--- src/rtl/modulo_vector_driver.sv ---
// Vector initiator for a single Modulo unit. Walks vec_len signed Q16.16
// coefficients from a source buffer, reduces each one against a common
// modulus through the Modulo start/ready/done handshake, writes the results
// to a destination buffer at the same index and pulses vec_done at the end.
// At most one Modulo request is ever outstanding.
module modulo_vector_driver #(
    parameter int DATA_WIDTH = 32,
    parameter int ADDR_WIDTH = 10,
    parameter int TIMEOUT    = 1024
) (
    input  logic                  clk,
    input  logic                  rst,
    input  logic                  vec_start,
    input  logic [ADDR_WIDTH:0]   vec_len,
    input  logic [DATA_WIDTH-1:0] p_in,
    output logic                  busy,
    output logic                  vec_done,
    output logic [1:0]            err,
    output logic                  src_rd_en,
    output logic [ADDR_WIDTH-1:0] src_addr,
    input  logic [DATA_WIDTH-1:0] src_data,
    output logic                  dst_wr_en,
    output logic [ADDR_WIDTH-1:0] dst_addr,
    output logic [DATA_WIDTH-1:0] dst_data,
    output logic                  mod_start,
    output logic [DATA_WIDTH-1:0] mod_m,
    output logic [DATA_WIDTH-1:0] mod_p,
    input  logic                  mod_ready,
    input  logic                  mod_done,
    input  logic [DATA_WIDTH-1:0] mod_result
);

    // Timeout counter only has to hold 0 .. TIMEOUT-1.
    localparam int TW = (TIMEOUT > 1) ? $clog2(TIMEOUT) : 1;
    localparam logic [TW-1:0]       TMO_LAST = TW'(TIMEOUT - 1);
    localparam logic [TW-1:0]       TMO_ONE  = TW'(1);
    localparam logic [ADDR_WIDTH:0] IDX_ONE  = (ADDR_WIDTH + 1)'(1);

    localparam logic [1:0] ERR_OK      = 2'd0;
    localparam logic [1:0] ERR_P_NONPOS = 2'd1;
    localparam logic [1:0] ERR_TIMEOUT = 2'd2;

    typedef enum logic [2:0] {
        S_IDLE   = 3'd0,
        S_FETCH  = 3'd1,
        S_LOAD   = 3'd2,
        S_ISSUE  = 3'd3,
        S_WAIT   = 3'd4,
        S_WRITE  = 3'd5,
        S_FINISH = 3'd6
    } state_e;

    state_e                  state_q, state_d;
    logic [ADDR_WIDTH:0]     idx_q, idx_d;
    logic [ADDR_WIDTH:0]     len_q, len_d;
    logic [DATA_WIDTH-1:0]   p_q, p_d;
    logic [TW-1:0]           tmo_q, tmo_d;
    logic [1:0]              err_q, err_d;
    logic                    busy_q, busy_d;
    logic                    vec_done_q, vec_done_d;
    logic                    src_rd_en_q, src_rd_en_d;
    logic [ADDR_WIDTH-1:0]   src_addr_q, src_addr_d;
    logic                    dst_wr_en_q, dst_wr_en_d;
    logic [ADDR_WIDTH-1:0]   dst_addr_q, dst_addr_d;
    logic [DATA_WIDTH-1:0]   dst_data_q, dst_data_d;
    logic [DATA_WIDTH-1:0]   mod_m_q, mod_m_d;
    logic                    mod_start_s;
    logic                    p_nonpos_s;
    logic [ADDR_WIDTH:0]     idx_plus1_s;
    logic                    last_idx_s;

    // A zero or negative modulus is rejected before any buffer traffic.
    assign p_nonpos_s  = p_in[DATA_WIDTH-1] | (p_in == {DATA_WIDTH{1'b0}});
    assign idx_plus1_s = idx_q + IDX_ONE;
    assign last_idx_s  = (idx_q == (len_q - IDX_ONE));

    // Next-state and next-output decode; every register defaults to hold.
    always_comb begin
        state_d     = state_q;
        idx_d       = idx_q;
        len_d       = len_q;
        p_d         = p_q;
        tmo_d       = tmo_q;
        err_d       = err_q;
        busy_d      = busy_q;
        vec_done_d  = 1'b0;
        src_rd_en_d = 1'b0;
        src_addr_d  = src_addr_q;
        dst_wr_en_d = 1'b0;
        dst_addr_d  = dst_addr_q;
        dst_data_d  = dst_data_q;
        mod_m_d     = mod_m_q;
        mod_start_s = 1'b0;

        case (state_q)
            S_IDLE: begin
                // The cycle carrying vec_done is IDLE but must not accept.
                if (vec_start && !vec_done_q) begin
                    len_d  = vec_len;
                    p_d    = p_in;
                    idx_d  = {(ADDR_WIDTH + 1){1'b0}};
                    err_d  = ERR_OK;
                    busy_d = 1'b1;
                    if (p_nonpos_s) begin
                        err_d   = ERR_P_NONPOS;
                        state_d = S_FINISH;
                    end else if (vec_len == {(ADDR_WIDTH + 1){1'b0}}) begin
                        state_d = S_FINISH;
                    end else begin
                        src_rd_en_d = 1'b1;
                        src_addr_d  = {ADDR_WIDTH{1'b0}};
                        state_d     = S_FETCH;
                    end
                end else begin
                    state_d = S_IDLE;
                end
            end
            S_FETCH: begin
                state_d = S_LOAD;
            end
            S_LOAD: begin
                // Source data is valid the cycle after the read strobe.
                mod_m_d = src_data;
                state_d = S_ISSUE;
            end
            S_ISSUE: begin
                if (mod_ready) begin
                    mod_start_s = 1'b1;
                    tmo_d       = {TW{1'b0}};
                    state_d     = S_WAIT;
                end else begin
                    state_d = S_ISSUE;
                end
            end
            S_WAIT: begin
                // A result arriving on the terminal count still wins.
                if (mod_done) begin
                    dst_wr_en_d = 1'b1;
                    dst_addr_d  = idx_q[ADDR_WIDTH-1:0];
                    dst_data_d  = mod_result;
                    state_d     = S_WRITE;
                end else if (tmo_q == TMO_LAST) begin
                    err_d   = ERR_TIMEOUT;
                    state_d = S_FINISH;
                end else begin
                    tmo_d = tmo_q + TMO_ONE;
                end
            end
            S_WRITE: begin
                if (last_idx_s) begin
                    state_d = S_FINISH;
                end else begin
                    idx_d       = idx_plus1_s;
                    src_rd_en_d = 1'b1;
                    src_addr_d  = idx_plus1_s[ADDR_WIDTH-1:0];
                    state_d     = S_FETCH;
                end
            end
            S_FINISH: begin
                vec_done_d = 1'b1;
                busy_d     = 1'b0;
                state_d    = S_IDLE;
            end
            default: begin
                busy_d  = 1'b0;
                state_d = S_IDLE;
            end
        endcase
    end

    // State and registered outputs; reset aborts any vector in flight.
    always_ff @(posedge clk or negedge rst) begin
        if (!rst) begin
            state_q     <= S_IDLE;
            idx_q       <= {(ADDR_WIDTH + 1){1'b0}};
            len_q       <= {(ADDR_WIDTH + 1){1'b0}};
            p_q         <= {DATA_WIDTH{1'b0}};
            tmo_q       <= {TW{1'b0}};
            err_q       <= ERR_OK;
            busy_q      <= 1'b0;
            vec_done_q  <= 1'b0;
            src_rd_en_q <= 1'b0;
            src_addr_q  <= {ADDR_WIDTH{1'b0}};
            dst_wr_en_q <= 1'b0;
            dst_addr_q  <= {ADDR_WIDTH{1'b0}};
            dst_data_q  <= {DATA_WIDTH{1'b0}};
            mod_m_q     <= {DATA_WIDTH{1'b0}};
        end else begin
            state_q     <= state_d;
            idx_q       <= idx_d;
            len_q       <= len_d;
            p_q         <= p_d;
            tmo_q       <= tmo_d;
            err_q       <= err_d;
            busy_q      <= busy_d;
            vec_done_q  <= vec_done_d;
            src_rd_en_q <= src_rd_en_d;
            src_addr_q  <= src_addr_d;
            dst_wr_en_q <= dst_wr_en_d;
            dst_addr_q  <= dst_addr_d;
            dst_data_q  <= dst_data_d;
            mod_m_q     <= mod_m_d;
        end
    end

    assign busy      = busy_q;
    assign vec_done  = vec_done_q;
    assign err       = err_q;
    assign src_rd_en = src_rd_en_q;
    assign src_addr  = src_addr_q;
    assign dst_wr_en = dst_wr_en_q;
    assign dst_addr  = dst_addr_q;
    assign dst_data  = dst_data_q;
    // mod_start must coincide with the cycle mod_ready is seen high.
    assign mod_start = mod_start_s;
    assign mod_m     = mod_m_q;
    assign mod_p     = p_q;

endmodule

--- config.mk ---
export PLATFORM = sky130hd
export DESIGN_NAME = modulo_vector_driver
export DESIGN_NICKNAME = d
export VERILOG_FILES = /design/src/rtl/modulo_vector_driver.sv
export SDC_FILE = /design/constraint.sdc
export NUM_CORES = 1
export LEC_CHECK = 0
export ABC_AREA = 0
export CAP_MARGIN = 20
export CORE_MARGIN = 2
export CORE_UTILIZATION = 50
export CTS_CLUSTER_DIAMETER = 50
export DETAILED_ROUTE_END_ITERATION = 10
export PLACE_DENSITY = 0.87
export REMOVE_ABC_BUFFERS = 1
export SKIP_LAST_GASP = 1
export SYNTH_ARGS = -nofsm -noshare
export SYNTH_HDL_FRONTEND = slang
export SYNTH_SLANG_ARGS = --single-unit
--- constraint.sdc ---
create_clock -name clk -period 3.5 [get_ports clk]
set_input_delay 0.7 -clock clk [delete_from_list [all_inputs] [get_ports clk]]
set_output_delay 0.7 -clock clk [all_outputs]
set_load 0.1 [all_outputs]
## After elaboration in Yosys (flattened, before gate mapping)

Cells that the tools add are included.

| cells by class | value |
|---|---|
| add/subtract/negate cells | 3 |
| bitwise logic cells | 2 |
| muxes and demuxes | 37 |
| equal/unequal tests | 17 |
| reduce and logical (&&, ||, !) cells | 16 |

Operator list:

| kind | count |
|---|---|
| 10-bit two-way mux | 7 |
| 10-bit one-hot mux with 2 select lines | 2 |
| 32-bit zero test | 1 |
| 11-bit two-way mux | 2 |
| 11-bit one-hot mux with 2 select lines | 1 |
| 3-bit two-way mux | 7 |
| 3-bit one-hot mux with 6 select lines | 1 |
| 2-bit inequality test, second input constant | 8 |
| 11-bit by 1-bit adder with 11-bit output, second input constant | 1 |
| 11-bit == test | 1 |
| 11-bit zero test | 1 |
| 1-bit two-way mux | 11 |
| 11-bit by 1-bit subtractor with 11-bit output, second input constant | 1 |
| 10-bit by 1-bit adder with 10-bit output, second input constant | 1 |
| 10-bit == test, second input constant | 1 |
| 3-bit == test, second input constant | 3 |
| 4-bit AND reduction | 2 |
| 3-bit by 2-bit == test with 1-bit output, second input constant | 2 |
| 2-bit two-way mux | 3 |
| 2-bit AND reduction | 3 |
| 2-bit nonzero test | 3 |
| 5-bit AND reduction | 1 |
| 5-bit OR reduction | 1 |
| 1-bit one-hot mux with 2 select lines | 2 |
| 9 further kinds | 9 |

| word-level totals | value |
|---|---|
| register bits after elaboration | 157 |
| bits of input ports | 112 |
| word-level logic and storage cells | 89 |
| output and inout port bits | 123 |

## Longest topological paths before layout

| logic depth | value |
|---|---|
| depth in word-level cells | 5 |
| mapped depth | 10 |
| depth with buffers taken out | 8 |

## Worst setup path after synthesis

Ideal clock, no wire load.

| path | value |
|---|---|
| path type | input -> output |
| from | in mod_ready |
| to | out mod_start |
| path slack | 0.907 ns |
| path buffers | 1 |
| cell stages on the path | 3 |
| data arrival time | 1.893 ns |
| required time | 2.800 ns |
| cell sequence | nand2_1 -> nor2_1 -> clkbuf_1 |

| on the way | value |
|---|---|
| word-level cells in the longest chain between the ends | 2 |

RTL lines:

| what | line | source |
|---|---|---|
| start, declared | 28 | `input logic mod_ready,` |
| 1-bit two-way mux | 127 | `if (mod_ready) begin` |
| 1-bit two-way mux | 95 | `case (state_q)` |
| end, declared | 25 | `output logic mod_start,` |

No other way between the ends.

## Worst setup path in the final report

| path | value |
|---|---|
| from | reg len_q[3] |
| to | reg state_q[2] |

| on the way | value |
|---|---|
| word-level cells in the longest chain between the ends | 4 |

RTL lines:

| what | line | source |
|---|---|---|
| start, declared | 55 | `logic [ADDR_WIDTH:0] len_q, len_d;` |
| start signal, assigned | 176 | `len_q <= {(ADDR_WIDTH + 1){1'b0}};` |
| start signal, assigned | 191 | `len_q <= len_d;` |
| 11-bit by 1-bit subtractor with 11-bit output | 75 | `assign last_idx_s = (idx_q == (len_q - IDX_ONE));` |
| 11-bit == test | 75 |  |
| 3-bit two-way mux | 150 | `if (last_idx_s) begin` |
| 3-bit one-hot mux with 6 select lines | 95 |  |
| end signal, assigned | 189 | `state_q <= state_d;` |
| end, declared | 53 | `state_e state_q, state_d;` |

No other way between the ends.
A chain may end at the register's enable or synchronous reset.

==> results.cfg <==
[layout]
fin_cells = 1049
final_common_cell = clkdlybuf4s50_1
layout_common_cells = 213 x clkdlybuf4s50_1, 165 x nand2_1, 157 x dfrtp_1
final_nets = 971
drive_gt1_share_pct = 17.3
area_growth_pct = 43.8
diodes = 0

[routing]
ant_nets = 0
wirelength_um = 17600
drt_iter0_drc = 434
drt_first_pass_iters = 5
vias = 5697
wire_per_inst_um = 16.8
routed_via_density = 5.43
route.detailed.drc = 0

[sta]
rsz0062_at_grt = false
min_period_ns = 2.80
hold_violations = 0
maxSlewViolCount = 0
maxSlewHeadroom_pct = 31.8
finalCritPeriodShare_pct = 80.1
finalClockSkew_ns = 0.00561
max_freq_mhz = 357
fin_setup_tns_ns = 0
worstMarginPinSlew_ns = 1.02
finalSetupViolCount = 0

[critical_path]
cp-end-kind = flip-flop
cpPeakStageDelay_ns = 0.48
crit_arrival_ns = 3.10
rr_worst_depth = 6
crit_slowest_cell = dfrtp_1
crit_chain = nor4_4 -> o21ai_0 -> a32oi_1 -> nand3_1 -> and3_1 -> or4_1
crit_type = reg -> reg
critPathRequiredTime_ns = 3.79
r2r_slack_ns = 0.70
start_kind = flip-flop
r2r_end = state_q[2]
rr_startpoint = len_q[3]
crit_path_max_fanout = 11

[floorplan]
die_y_um = 122
dieArea_um2 = 14900
initial_utilization_pct = 50.7
io-pin-count = 235
rows = 43
die_width_um = 122
core_area_um2 = 13800

[synthesis]
syn_area_um2 = 6990
yosysWarnings = 0
synth_area_leaders = dfrtp_1 56%, mux2_2 12%, nand2_1 8.9%
synth.distinct_cells = 64
ys.flop_type = dfrtp_1
syn_avg_cell_area_um2 = 11.1
synthCells = 632
synth_edf_count = 0
async_reset_ff_share_pct = 100
synth_seq_area_share_pct = 56.2
yosysTopAreaCell = dfrtp_1
synth_seq_cells = 157
yosys.area.top_type_share_pct = 56.2

[clock_tree]
htree_levels = 4
cts_tree = yes
clkSinkCount = 157
ctsResizeCount = 0
ctsLongestPathBuffers = 2
root_buffer = clkbuf_16
cts_inserted_buffers = 17
postCtsSetupBuffers = 0
path_clk_slew_ns = 0.06
ctsHoldBuffers = 0
insertion_delay_ns = 0.43

[flow_run]
max-cap-violations = 0

[global_route]
grt_first_pass_wirelength_um = 28600
first_global_vias = 5929
antenna_found_initial = 0
grt_overflow = 0
grt_max_degree = 96
track_usage_pct = 24.3

[outcome]
status = complete, no violations

[placement]
dp_hpwl_um = 12700
port_buffers = 234
routabilityCongestion = 0.885
dpl.cell_count = 1017

[worst_hold_path]
hold_class = in -> async
==> metal layers <==
layer,track usage [%],share of wire (%),up-vias
met3,5.99,6.3,54
met2,41.5,52,213
met1,28.7,38,2785
li1,-,-,2645
met5,0,0,-
met4,11.8,3.3,0
==> critical path: cells and delay by family (launching register included) <==
| family | cells | cell delay, ns |
|---|---|---|
| DFF | 1 | 0.48 |
| AOI/OAI and AO/OA | 2 | 0.50 |
| and+or+nand+nor | 4 | 1.68 |
==> synthesized netlist by cell type, types with 2 or more instances <==
library cell  number
a21boi_0           2
a21oi_1            4
a31o_2             5
a41o_1             4
a41oi_1            5
and2_1             3
and3_1             6
buf_2              4
clkbuf_1          30
dfrtp_1          157
ha_1               3
inv_1              6
mux2_2            75
mux2i_1            7
nand2_1          165
nand2b_1           4
nand3_1            9
nand3b_1           3
nand4_1            4
nand4b_1           3
nor2_1            18
nor2b_1            2
nor3_1             5
nor3b_1            5
nor4_1            12
o2111ai_1          2
o211ai_1           5
o21ai_0           11
o21ai_1            4
o22ai_1            4
o2bb2ai_1          2
o31ai_1            4
o41ai_1            2
or3_1              4
or4_1              2
xnor2_1           13
xor2_1            11
==> sequential cells by signal, summed over array words and instances (netlist names) <==
| signal | count |
|---|---|
| dst_data | 32 |
| mod_m | 32 |
| mod_p | 32 |
| idx_q | 11 |
| len_q | 11 |
| dst_addr | 10 |
| src_addr | 10 |
| tmo_q | 10 |
| state_q | 3 |
| err | 2 |
| busy | 1 |
| dst_wr_en | 1 |
| src_rd_en | 1 |
| vec_done | 1 |
==> final cells by class <==
class                           count  area [µm²]
Sequential cell                   157        3930
Inverter                            6        22.5
Multi-Input combinational cell    432        2890
Clock inverter                      9         109
Tap cell                          180         225
Fill cell                         980        3730
Clock buffer                       23         488
Timing Repair Buffer              242        2380
==> how the worst max path moves through the flow <==
stage,start,to,slack (ns),cells after the start
floorplan,vec_done,idx_q[6],-1.73,6
global placement,p_in[6],src_addr[1],0.64,7
global route,len_q[3],state_q[2],0.55,6
detailed placement,p_in[6],src_addr[5],0.60,7
CTS,len_q[3],state_q[2],0.75,6
finish,len_q[3],state_q[2],0.70,6
==> per-stage QoR <==
step	hold WS [ns]	cell area, µm²	utilization (%)	setup WS, ns
global placement	0.460	9450	68.6	0.641
detailed placement	0.462	9450	68.6	0.603
floorplan	0.404	6830	-	-1.73
CTS	0.387	10000	72.9	0.746
finish	0.355	10000	72.9	0.695
global route	0.429	10000	72.9	0.545
==> kinds of logic after synthesis <==
group,Yosys count,synth area share (%)
AO/OA/AOI/OAI,71,7.95
AND/OR/NAND/NOR,251,16.3
multiplexers,82,13.1
buffers and inverters,43,2.51
adder cells (fa/ha/maj),3,0.537
XOR/XNOR,25,3.33
flip-flops,157,56.2
Power is left out: the tool's default activity adds up to more than one toggle a clock period on the data nets, which glitch-free logic cannot reach.
